--- src/rtl/cu_pkg.sv ---
// rtl/cu_pkg.sv - shared control-unit types and constants for interrupt sequencing
package cu_pkg;

  typedef enum logic [1:0] {
    ST_RUN     = 2'd0,
    ST_HALT    = 2'd1,
    ST_SERVICE = 2'd2
  } irq_state_e;

  localparam logic [7:0] VECTOR_BASE_DEFAULT   = 8'h40;
  localparam int         VECTOR_STRIDE_DEFAULT = 8;
  // Loaded into the vector when the request vanishes before the sample point.
  localparam logic [7:0] VECTOR_CANCELLED      = 8'h00;

endpackage

--- src/rtl/irq_priority_encoder.sv ---
// rtl/irq_priority_encoder.sv - lowest-index-wins priority encoder for interrupt requests
module irq_priority_encoder #(
  parameter int NUM_IRQ = 5,
  parameter int IDX_W   = (NUM_IRQ > 1) ? $clog2(NUM_IRQ) : 1
) (
  input  logic [NUM_IRQ-1:0] i_Request,
  output logic               o_Valid,
  output logic [IDX_W-1:0]   o_Index,
  output logic [NUM_IRQ-1:0] o_OneHot
);

  // Scan from the top down so the lowest set index is the last one written.
  always_comb begin
    o_Valid  = 1'b0;
    o_Index  = '0;
    o_OneHot = '0;
    for (int i = NUM_IRQ - 1; i >= 0; i--) begin
      if (i_Request[i]) begin
        o_Valid     = 1'b1;
        o_Index     = IDX_W'(i);
        o_OneHot    = '0;
        o_OneHot[i] = 1'b1;
      end
    end
  end

endmodule

--- src/rtl/irq_sequencer.sv ---
// rtl/irq_sequencer.sv - IME/halt/interrupt sequencer feeding the control-unit step counter
module irq_sequencer
  import cu_pkg::*;
#(
  parameter int         NUM_IRQ       = 5,
  parameter logic [7:0] VECTOR_BASE   = VECTOR_BASE_DEFAULT,
  parameter int         VECTOR_STRIDE = VECTOR_STRIDE_DEFAULT,
  parameter int         EI_DELAY      = 1
) (
  input  logic               i_Clk,
  input  logic               i_nRst,
  input  logic               i_Enable,
  input  logic [NUM_IRQ-1:0] i_Request,
  input  logic               i_Boundary,
  input  logic               i_EI,
  input  logic               i_DI,
  input  logic               i_RETI,
  input  logic               i_Halt,
  input  logic               i_Vector_Sample,
  input  logic               i_Service_Done,
  output logic               o_Service,
  output logic [7:0]         o_Vector,
  output logic [NUM_IRQ-1:0] o_Ack,
  output logic               o_IME,
  output logic               o_Halted
);

  localparam int         IDX_W   = (NUM_IRQ > 1) ? $clog2(NUM_IRQ) : 1;
  localparam logic [1:0] EI_LOAD = 2'(EI_DELAY);

  irq_state_e         state_q, state_d;
  logic               ime_q, ime_d;
  logic [1:0]         ei_cnt_q, ei_cnt_d;
  logic [7:0]         vector_q, vector_d;
  logic [NUM_IRQ-1:0] ack_q, ack_d;

  logic               req_valid;
  logic [IDX_W-1:0]   req_index;
  logic [NUM_IRQ-1:0] req_onehot;
  logic [7:0]         win_vector;

  irq_priority_encoder #(
    .NUM_IRQ(NUM_IRQ),
    .IDX_W  (IDX_W)
  ) u_prio (
    .i_Request(i_Request),
    .o_Valid  (req_valid),
    .o_Index  (req_index),
    .o_OneHot (req_onehot)
  );

  // Modulo-256 arithmetic gives the required 8-bit truncation for free.
  assign win_vector = VECTOR_BASE + 8'(req_index) * 8'(VECTOR_STRIDE);

  always_comb begin
    state_d  = state_q;
    ime_d    = ime_q;
    ei_cnt_d = ei_cnt_q;
    vector_d = vector_q;
    ack_d    = '0;
    case (state_q)
      ST_RUN: begin
        if (i_Boundary && ime_q && req_valid) begin
          state_d  = ST_SERVICE;
          ime_d    = 1'b0;
          ei_cnt_d = 2'd0;
        end else begin
          if (i_Halt && !req_valid) begin
            state_d = ST_HALT;
          end
          if (i_DI) begin
            ime_d    = 1'b0;
            ei_cnt_d = 2'd0;
          end else if (i_RETI) begin
            ime_d    = 1'b1;
            ei_cnt_d = 2'd0;
          end else if (i_EI) begin
            ei_cnt_d = EI_LOAD;
          end else if (i_Boundary && (ei_cnt_q != 2'd0)) begin
            // The service check above already used the old IME at this boundary.
            ei_cnt_d = ei_cnt_q - 2'd1;
            if (ei_cnt_q == 2'd1) begin
              ime_d = 1'b1;
            end
          end
        end
      end
      ST_HALT: begin
        if (i_DI) begin
          ime_d    = 1'b0;
          ei_cnt_d = 2'd0;
        end
        if (req_valid) begin
          if (ime_q) begin
            state_d = ST_SERVICE;
            ime_d   = 1'b0;
          end else begin
            state_d = ST_RUN;
          end
        end
      end
      ST_SERVICE: begin
        if (i_Vector_Sample) begin
          if (req_valid) begin
            vector_d = win_vector;
            ack_d    = req_onehot;
          end else begin
            vector_d = VECTOR_CANCELLED;
          end
        end
        if (i_Service_Done) begin
          state_d = ST_RUN;
        end
      end
      default: state_d = ST_RUN;
    endcase
  end

  always_ff @(posedge i_Clk or negedge i_nRst) begin
    if (!i_nRst) begin
      state_q  <= ST_RUN;
      ime_q    <= 1'b0;
      ei_cnt_q <= 2'd0;
      vector_q <= 8'h00;
      ack_q    <= '0;
    end else if (i_Enable) begin
      state_q  <= state_d;
      ime_q    <= ime_d;
      ei_cnt_q <= ei_cnt_d;
      vector_q <= vector_d;
      ack_q    <= ack_d;
    end
  end

  assign o_Service = (state_q == ST_SERVICE);
  assign o_Halted  = (state_q == ST_HALT);
  assign o_IME     = ime_q;
  assign o_Vector  = vector_q;
  assign o_Ack     = ack_q;

endmodule

--- config.mk ---
export PLATFORM = sky130hd
export DESIGN_NAME = irq_sequencer
export DESIGN_NICKNAME = d
export VERILOG_FILES = /design/src/rtl/cu_pkg.sv /design/src/rtl/irq_priority_encoder.sv /design/src/rtl/irq_sequencer.sv
export SDC_FILE = /design/constraint.sdc
export NUM_CORES = 1
export LEC_CHECK = 0
export CELL_PAD_IN_SITES_DETAIL_PLACEMENT = 1
export CELL_PAD_IN_SITES_GLOBAL_PLACEMENT = 1
export CORE_UTILIZATION = 34
export CTS_CLUSTER_DIAMETER = 60
export DETAILED_ROUTE_END_ITERATION = 10
export PLACE_DENSITY = 0.83
export SLEW_MARGIN = 20
export SYNTH_ARGS = -nofsm -noshare
export SYNTH_HDL_FRONTEND = slang
export SYNTH_HIERARCHICAL = 1
export SYNTH_SLANG_ARGS = --single-unit
--- constraint.sdc ---
create_clock -name i_Clk -period 3.15 [get_ports i_Clk]
set_input_delay 0.4725 -clock i_Clk [delete_from_list [all_inputs] [get_ports i_Clk]]
set_output_delay 0.4725 -clock i_Clk [all_outputs]
set_load 0.1 [all_outputs]
## Yosys cells after proc, flatten, opt, wreduce, memory -nomap -nowiden

Cells that the tools add are included.
Widths: inputs -> output; s select.

- Add/subtract/negate cells: 2
- Equality and inequality tests: 11
- Multiplexer cells: 42
- Reduce and logical (&&, ||, !) cells: 12

Operators with widths:

| cell | number |
|---|---|
| $mux 5 | 8 |
| $mux 2 | 11 |
| $mux 3 | 5 |
| $ne 5x5->1 const B | 3 |
| $mux 1 | 14 |
| $add 7x6->8 const A | 1 |
| $mux 8 | 1 |
| $reduce_and 4->1 | 2 |
| $ne 6x6->1 const B | 1 |
| $pmux 2 s3 | 1 |
| $reduce_and 5->1 | 1 |
| $eq 2x1->1 const B | 2 |
| $logic_and 1x1->1 | 4 |
| $ne 2x2->1 const B | 2 |
| $pmux 2 s2 | 1 |
| $reduce_bool 2->1 | 2 |
| $ne 3x3->1 const B | 1 |
| $reduce_and 3->1 | 1 |
| $eq 2x2->1 const B | 1 |
| $logic_not 2->1 | 1 |
| $ne 2x1->1 const B | 1 |
| $pmux 1 s2 | 1 |
| $sub 2x1->2 const B | 1 |
| $logic_not 1->1 | 1 |

- Flip-flop bits (word level): 18

## Depth between registers and ports, before layout

Gate-level depths: netlist of run 1.

- Depth after elaboration: 10
- Gate-level depth with buffers: 6
- Depth with buffers taken out: 6

## By module

The synthesis of run 1 kept the hierarchy.

Modules (own cells, without submodules):

| module | times used | cells each | area an instance (µm²) | sequential area each (µm²) |
|---|---|---|---|---|
| irq_sequencer | 1 | 72 | 767.0 | 350.3 |
| irq_priority_encoder | 1 | 13 | 73.8 | 0.0 |

## Least setup slack after synthesis of run 1

Ideal clock, no wire load.

- Path kind: register -> register
- Start point: register ime_q (netlist: o_IME)
- End point: register ei_cnt_q[0]
- Setup time: 0.128 ns
- Arrival time: 1.943 ns
- Data required time: 3.022 ns
- Setup slack: 1.080 ns
- Stages on the path, launching flop included: 5
- Buffers on the path: 0
- Period minus slack after synthesis: 2.070 ns
- Cell sequence: dfrtp_1 -> and3_1 -> nor3_2 -> a221oi_2 -> mux2_1

- Longest elaborated chain between the ends: 4
- Elaborated cells on any way between the ends: 6
- Classes of those cells: eq/ne (1); mux (2); reduce/logical (3)

Ends and longest elaborated chain:

| item | line | source |
|---|---|---|
| start, declared | irq_sequencer.sv:32 | `logic ime_q, ime_d;` |
| start signal, assigned | irq_sequencer.sv:128 | `ime_q <= ime_d;` |
| $logic_and 1x1->1 (*) (2 in series) | irq_sequencer.sv:63 | `if (i_Boundary && ime_q && req_valid) begin` |
| $ne 6x6->1 (no source line) / $mux 2 (equally long branches) | -- |  |
| $reduce_and 4->1 (no source line) / $pmux 2 s2 (equally long branches) | -- |  |
| end signal, assigned | irq_sequencer.sv:129 | `ei_cnt_q <= ei_cnt_d;` |
| end, declared | irq_sequencer.sv:33 | `logic [1:0] ei_cnt_q, ei_cnt_d;` |

Every way passes the cells marked *; elsewhere a longest branch is shown, timed or not.
A chain may end at the register's enable or synchronous reset.

## Final worst setup path of run 1

- Start point: input i_Request[0]
- End point: register ei_cnt_q[0]

- Longest elaborated chain between the ends: 4
- Elaborated cells on any way between the ends: 6
- Classes of those cells: eq/ne (1); mux (3); reduce/logical (2)

Ends and longest elaborated chain:

| item | line | source |
|---|---|---|
| start, declared | irq_sequencer.sv:13 | `input logic [NUM_IRQ-1:0] i_Request,` |
| $mux 1 (*) | irq_priority_encoder.sv:18 | `if (i_Request[i]) begin` |
| named net req_valid | irq_sequencer.sv:37 | `logic req_valid;` |
| $logic_and 1x1->1 (*) | irq_sequencer.sv:63 |  |
| $ne 6x6->1 (no source line) / $mux 2 (equally long branches) | -- |  |
| $reduce_and 4->1 (no source line) / $pmux 2 s2 (equally long branches) | -- |  |

Mark *: on every way through the listed nets, which the timed path passes. The rest lies on a longest branch.

==> out/qor.csv, run 1 <==
metric,value,unit
status,"complete, no violations",
postSynthAreaPerCell,9.892,µm²
cts_made_buffers,3,
grt_overflow,0,
num_vias,746,
fin_crit,2.223,ns
synth_cell_types,32,
wirelength,2.109,mm
insertion_delay,0.27,ns
h-tree-depth,1,
finalHoldViolCount,0,
clock_path_buffers,2,
grt_pass1_wl,3.367,mm
finalSetupViolCount,0,
hpwlAfterDp,1.669,mm
cts_tree,done,
final_cell_area,1109,µm²
critPathMaxFanout,7,
drcViolationCount,0,
drive_above_1_share,22.32,%
antenna_found_initial,0,
antenna_cells,0,
cts_root_buf,clkbuf_4,
fp-row-count,17,
finalCritPeriodShare,70.56,%
synth_ff_type,dfrtp_1,
path_cells,clkdlybuf4s50_1 > nor2_2 > nand3b_1 > and3_1 > nor3_2 > a221oi_2 > mux2_1,
cp_top_family,simple AND/OR/NAND/NOR gates,
drt-initial-drc-count,4,
cp_data_arrival_time,2.39,ns
gp_congestion,0.8650,
whs,0.4968,ns
pre_cts_slack,0.6696,ns
yosys-top-cells-area,"dfrtp_1, buf_4, a22o_1",
hold_path_class,reg -> reg,
dieArea,2676,µm²
p_leak,0.5374,nW
ys_seq_elements,14,
die_h,51.73,µm
nets,130,
ctsResizeCount,0,
rr_endpoint,state_q[1]$_DFFE_PN0P_,
tns,0,ns
start_util,36.94,%
hold_start,o_Vector[6]$_DFFE_PN0P_,
viasPerCell,5.329,
post-route-util,48.71,%
worst_setup_path_start_kind,input port,
postRouteAntennaNets,0,
synth-seq-area-share,41.67,%
cap_violations,0,
crit_buf_inv,1,
post_cts_buffers,0,
track_usage,17.21,%
drv_slew,0,
fin_cells,140,
postCtsHoldBufs,0,
io_pins,31,
clkSlewWorstSetupHoldPaths,0.09,ns
slowest_delay,0.59,ns
drt_first_pass_iters,4,
power,956.2,µW
cts.sink_count,14,
synthArstFlopShare,100.0,%
coreArea,2276,µm²
postPlaceCellArea,1072,µm²
synth_warnings,6,
critical_path_required,3.31,ns
grt_start_max_net_pins,15,
crit_slowest_cell,clkdlybuf4s50_1,
syn_area,840.8,µm²
r2r_cells,4,
worst_hold_path.endpoint,o_Vector[6]$_DFFE_PN0P_,
synth.top_cell.area_share,41.67,%
irDropWorstVdd,0.6652,mV
timing.rr.start,state_q[1]$_DFFE_PN0P_,
whs_path_depth,1,
wire_per_inst,15.06,µm
fin_worst_skew,0.001197,ns
worst_slack,0.9274,ns
rsz0062_at_grt,no,
tightestPinTransition,0.6603,ns
rrSetupSlack,1.50,ns
area.growth.synth_to_final,31.84,%
critical_path_class,in -> reg,
fmax,449.9,MHz
synth_largest_area_cell,dfrtp_1,
grt_pass1_vias,730,
port_buffers,26,
maxSlewHeadroom,55.84,%
synth_edf_count,0,
synth_cells,85,
p_per_area,862.6,nW/µm²
crit_path_end_kind,flip-flop,
dpl.cell_count,136,
die_w,51.73,µm
-- flip-flops by register name (all words and copies together), names as in the netlist --
name,flops
ei_cnt_q,2
o_Ack,5
o_IME,1
o_Vector,4
state_q,2
-- cell families after synthesis --
group                    Yosys count  share of synthesized area, %
AND/OR/NAND/NOR                   30                         23.07
AO/OA/AOI/OAI                     21                         18.90
multiplexers                       3                         4.018
adder cells (fa/ha/maj)            2                         2.976
other                              1                        0.4460
flip-flops                        14                         41.67
buffers and inverters             14                         8.928
-- power breakdown --
part | switching (mW) | internal, mW | total [mW]
Clock | 0.0584 | 0.0702 | 0.129
Combinational | 0.394 | 0.152 | 0.546
Sequential | 0.0587 | 0.223 | 0.282
Total | 0.511 | 0.445 | 0.956
-- cells in the final DEF (no fill, tap or decap), drive strengths merged --
master	instances
nand3	1
o21ai	4
nor2	4
or4	1
ha	2
nand2	7
dfrtp	14
conb	4
o41ai	1
o22a	1
nor3	4
inv	8
a21oi	4
o211ai	1
a221oi	1
and2	2
nand3b	1
clkbuf	4
a31oi	1
clkdlybuf4s50	14
a221o	1
buf	12
nor3b	1
mux2	3
nand2b	2
nor4	2
a22o	5
nor2b	3
and3	2
a21o	2
-- metal layers --
layer | global-route usage (%) | routed length (µm) | vias up
li1 | - | - | 348
met1 | 20.66 | 916 | 375
met2 | 30.52 | 1088 | 23
met3 | 3.801 | 104 | 0
met4 | 4.955 | 0 | 0
met5 | 0 | 0 | -
-- final cells by class --
cell class,instances,area [µm²]
clock buffer,4,36.28
fill,267,1167
inverter,8,30.03
multi-input combinational,60,426.7
sequential,14,350.3
tap,28,35.03
timing repair buffer,26,230.2
-- how the worst max path moves through the flow --
stage	from	to	slack [ns]	cells after the start
final	i_Request[0]	ei_cnt_q[0]$_DFFE_PN0P_	0.93	7
after global routing	i_Request[0]	ei_cnt_q[0]$_DFFE_PN0P_	0.87	7
after CTS	i_Request[0]	ei_cnt_q[0]$_DFFE_PN0P_	0.97	7
after detailed placement	i_Request[0]	ei_cnt_q[0]$_DFFE_PN0P_	0.67	7
after global placement	i_Request[0]	state_q[1]$_DFFE_PN0P_	0.77	7
after floorplan	o_IME$_DFFE_PN0P_	ei_cnt_q[0]$_DFFE_PN0P_	1.08	4
-- cells in the mapped netlist (3+ instances only) --
master,count
dfrtp_1,14
inv_1,8
nand2_1,7
buf_4,6
a22o_1,5
o21ai_0,4
a21oi_1,3
mux2_1,3
nor2_1,3
Note: power is estimated with default switching activity, not from simulation.
==> run 2, diff against run 1 <==
CORE_UTILIZATION = 29   (was 34)
PLACE_DENSITY = 0.76   (was 0.83)
clock period = 1.9 ns   (was 3.15 ns; I/O delays follow)
==> run 2 against run 1 <==
Against the previous run: worst hold slack got worse by 0.11 ns; routed wire length fell by 0.62%; non-clock buffer count increased by 8; global-route usage is 1.8 points lower; sequential share of layout area fell by 2.3 points; final cell count grew 7.9%; final area is 8.1% higher.
==> out/qor.csv, run 2 (synthesis results as in run 1) <==
metric,value,unit
power,1.652,mW
cts_tree,done,
fmax,557.4,MHz
p_int,799.4,µW
wire_per_inst,13.88,µm
antenna_cells,0,
top_usage_layer,met2,
cts_root_buf,clkbuf_4,
insertion_delay,0.28,ns
coreArea,2758,µm²
worst_setup_path_start_kind,input port,
cp_top_family,buffers and inverters,
antenna_found_initial,0,
cts_made_buffers,3,
critical_path_class,in -> reg,
r2r_cells,4,
finalCritPeriodShare,94.42,%
fp-row-count,19,
viasPerCell,4.901,
io_pins,31,
grtUsageMet1,18.38,%
cp_data_arrival_time,1.96,ns
grt_pass1_wl,3.815,mm
p_sw_share,51.60,%
crit_buf_inv,2,
drt-initial-drc-count,19,
path_depth,7,
postPlaceCellArea,1162,µm²
tns,0,ns
cts.sink_count,14,
largest_reg_flops,5,
track_usage,15.44,%
hpwlAfterDp,1.724,mm
critPathMaxFanout,4,
worst_slack,0.1061,ns
rrSetupSlack,0.22,ns
combPwrFrac,58.9,%
gp_congestion,0.7910,
die_w,55.85,µm
path_cells,clkdlybuf4s50_1 > nor2_1 > nand3b_1 > inv_1 > a221o_1 > a21oi_2 > mux2_1,
hold_path_class,in -> async,
met2_usage,27.37,%
irDropWorstVdd,1.226,mV
clkSlewWorstSetupHoldPaths,0.09,ns
rsz0062_at_grt,yes,
ctsResizeCount,0,
p_clk_share,12.9,%
grt_start_max_net_pins,15,
crit_path_end_kind,flip-flop,
tightestPinTransition,0.6188,ns
maxSlewHeadroom,58.62,%
p_per_area,1378,nW/µm²
clock_path_buffers,2,
final_cell_area,1199,µm²
crit_slowest_cell,clkdlybuf4s50_1,
finalSetupViolCount,0,
postRouteAntennaNets,0,
postCtsHoldBufs,0,
pre_cts_slack,-0.2047,ns
post_cts_buffers,0,
p_leak,0.5819,nW
mostFrequentLayoutCells,"buf_4, clkdlybuf4s50_1, dfrtp_1",
dieArea,3119,µm²
p_switching,852.4,µW
finalHoldViolCount,0,
grt_pass1_vias,830,
grt_overflow,0,
drt_first_pass_iters,4,
fin_worst_skew,0.004720,ns
start_util,30.49,%
nets,138,
drcViolationCount,0,
slowest_delay,0.49,ns
wirelength,2.096,mm
cap_violations,0,
drive_above_1_share,28.33,%
p_seq_share,28.2,%
post-route-util,43.47,%
grt_use_met3,3.488,%
num_vias,740,
fin_crit,1.794,ns
area.growth.synth_to_final,42.56,%
h-tree-depth,1,
port_buffers,26,
die_h,55.85,µm
critical_path_required,2.06,ns
final_common_cell,buf_4,
status,"complete, no violations",
drv_slew,0,
[run 2: cell types whose count changed in the layout (fill, tap and decap cells not counted)]
| cell | delta |
|---|---|
| dfrtp_2 | +1 |
| dfrtp_1 | -1 |
| buf_12 | +2 |
| buf_4 | +6 |
[run 2: routing by layer]
metal,vias to the layer above,share of wire [%]
met3,0,5.1
met5,-,0
li1,361,-
met1,359,42
met2,20,53
met4,0,0
[run 2: final cells by class]
class | instances | area (µm²)
Multi-Input combinational cell | 60 | 426.7
Inverter | 8 | 30.03
Fill cell | 325 | 1559
Sequential cell | 14 | 351.6
Tap cell | 31 | 38.79
Clock buffer | 4 | 36.28
Timing Repair Buffer | 34 | 315.3
[run 2: power by group through the flow]
stage / clock network (mW) / logic [mW] / registers [mW]
finish: 0.212 / 0.973 / 0.466
global route: 0.238 / 1.03 / 0.484
CTS: 0.222 / 0.983 / 0.468
detailed placement: 0 / 0.980 / 0.473
global placement: 0 / 0.959 / 0.471
floorplan: 0 / 0.442 / 0.737
[run 2: metrics by stage]
step	instances	hold slack (ns)
floorplan	88	-0.01059
global placement	147	0.4709
detailed placement	147	0.4767
CTS	151	0.4087
global route	151	0.4247
finish	151	0.3883
[run 2: final timing paths]
kind                                          from                       to
setup / recovery                      i_Request[2]   state_q[1]$_DFFE_PN0P_
hold / removal                              i_nRst   state_q[0]$_DFFE_PN0P_
setup reg to reg            state_q[1]$_DFFE_PN0P_   state_q[1]$_DFFE_PN0P_
hold reg to reg            o_Vector[5]$_DFFE_PN0P_  o_Vector[5]$_DFFE_PN0P_
max in group asynchronous                   i_nRst        o_IME$_DFFE_PN0P_
min in group i_Clk         o_Vector[5]$_DFFE_PN0P_  o_Vector[5]$_DFFE_PN0P_
[run 2: worst register-to-register path, cell delays in order (launching register included)]
cell and delay [ns]:
dfrtp_1 0.49, nor2b_4 0.19, a221o_1 0.40, a21oi_2 0.16, mux2_1 0.33
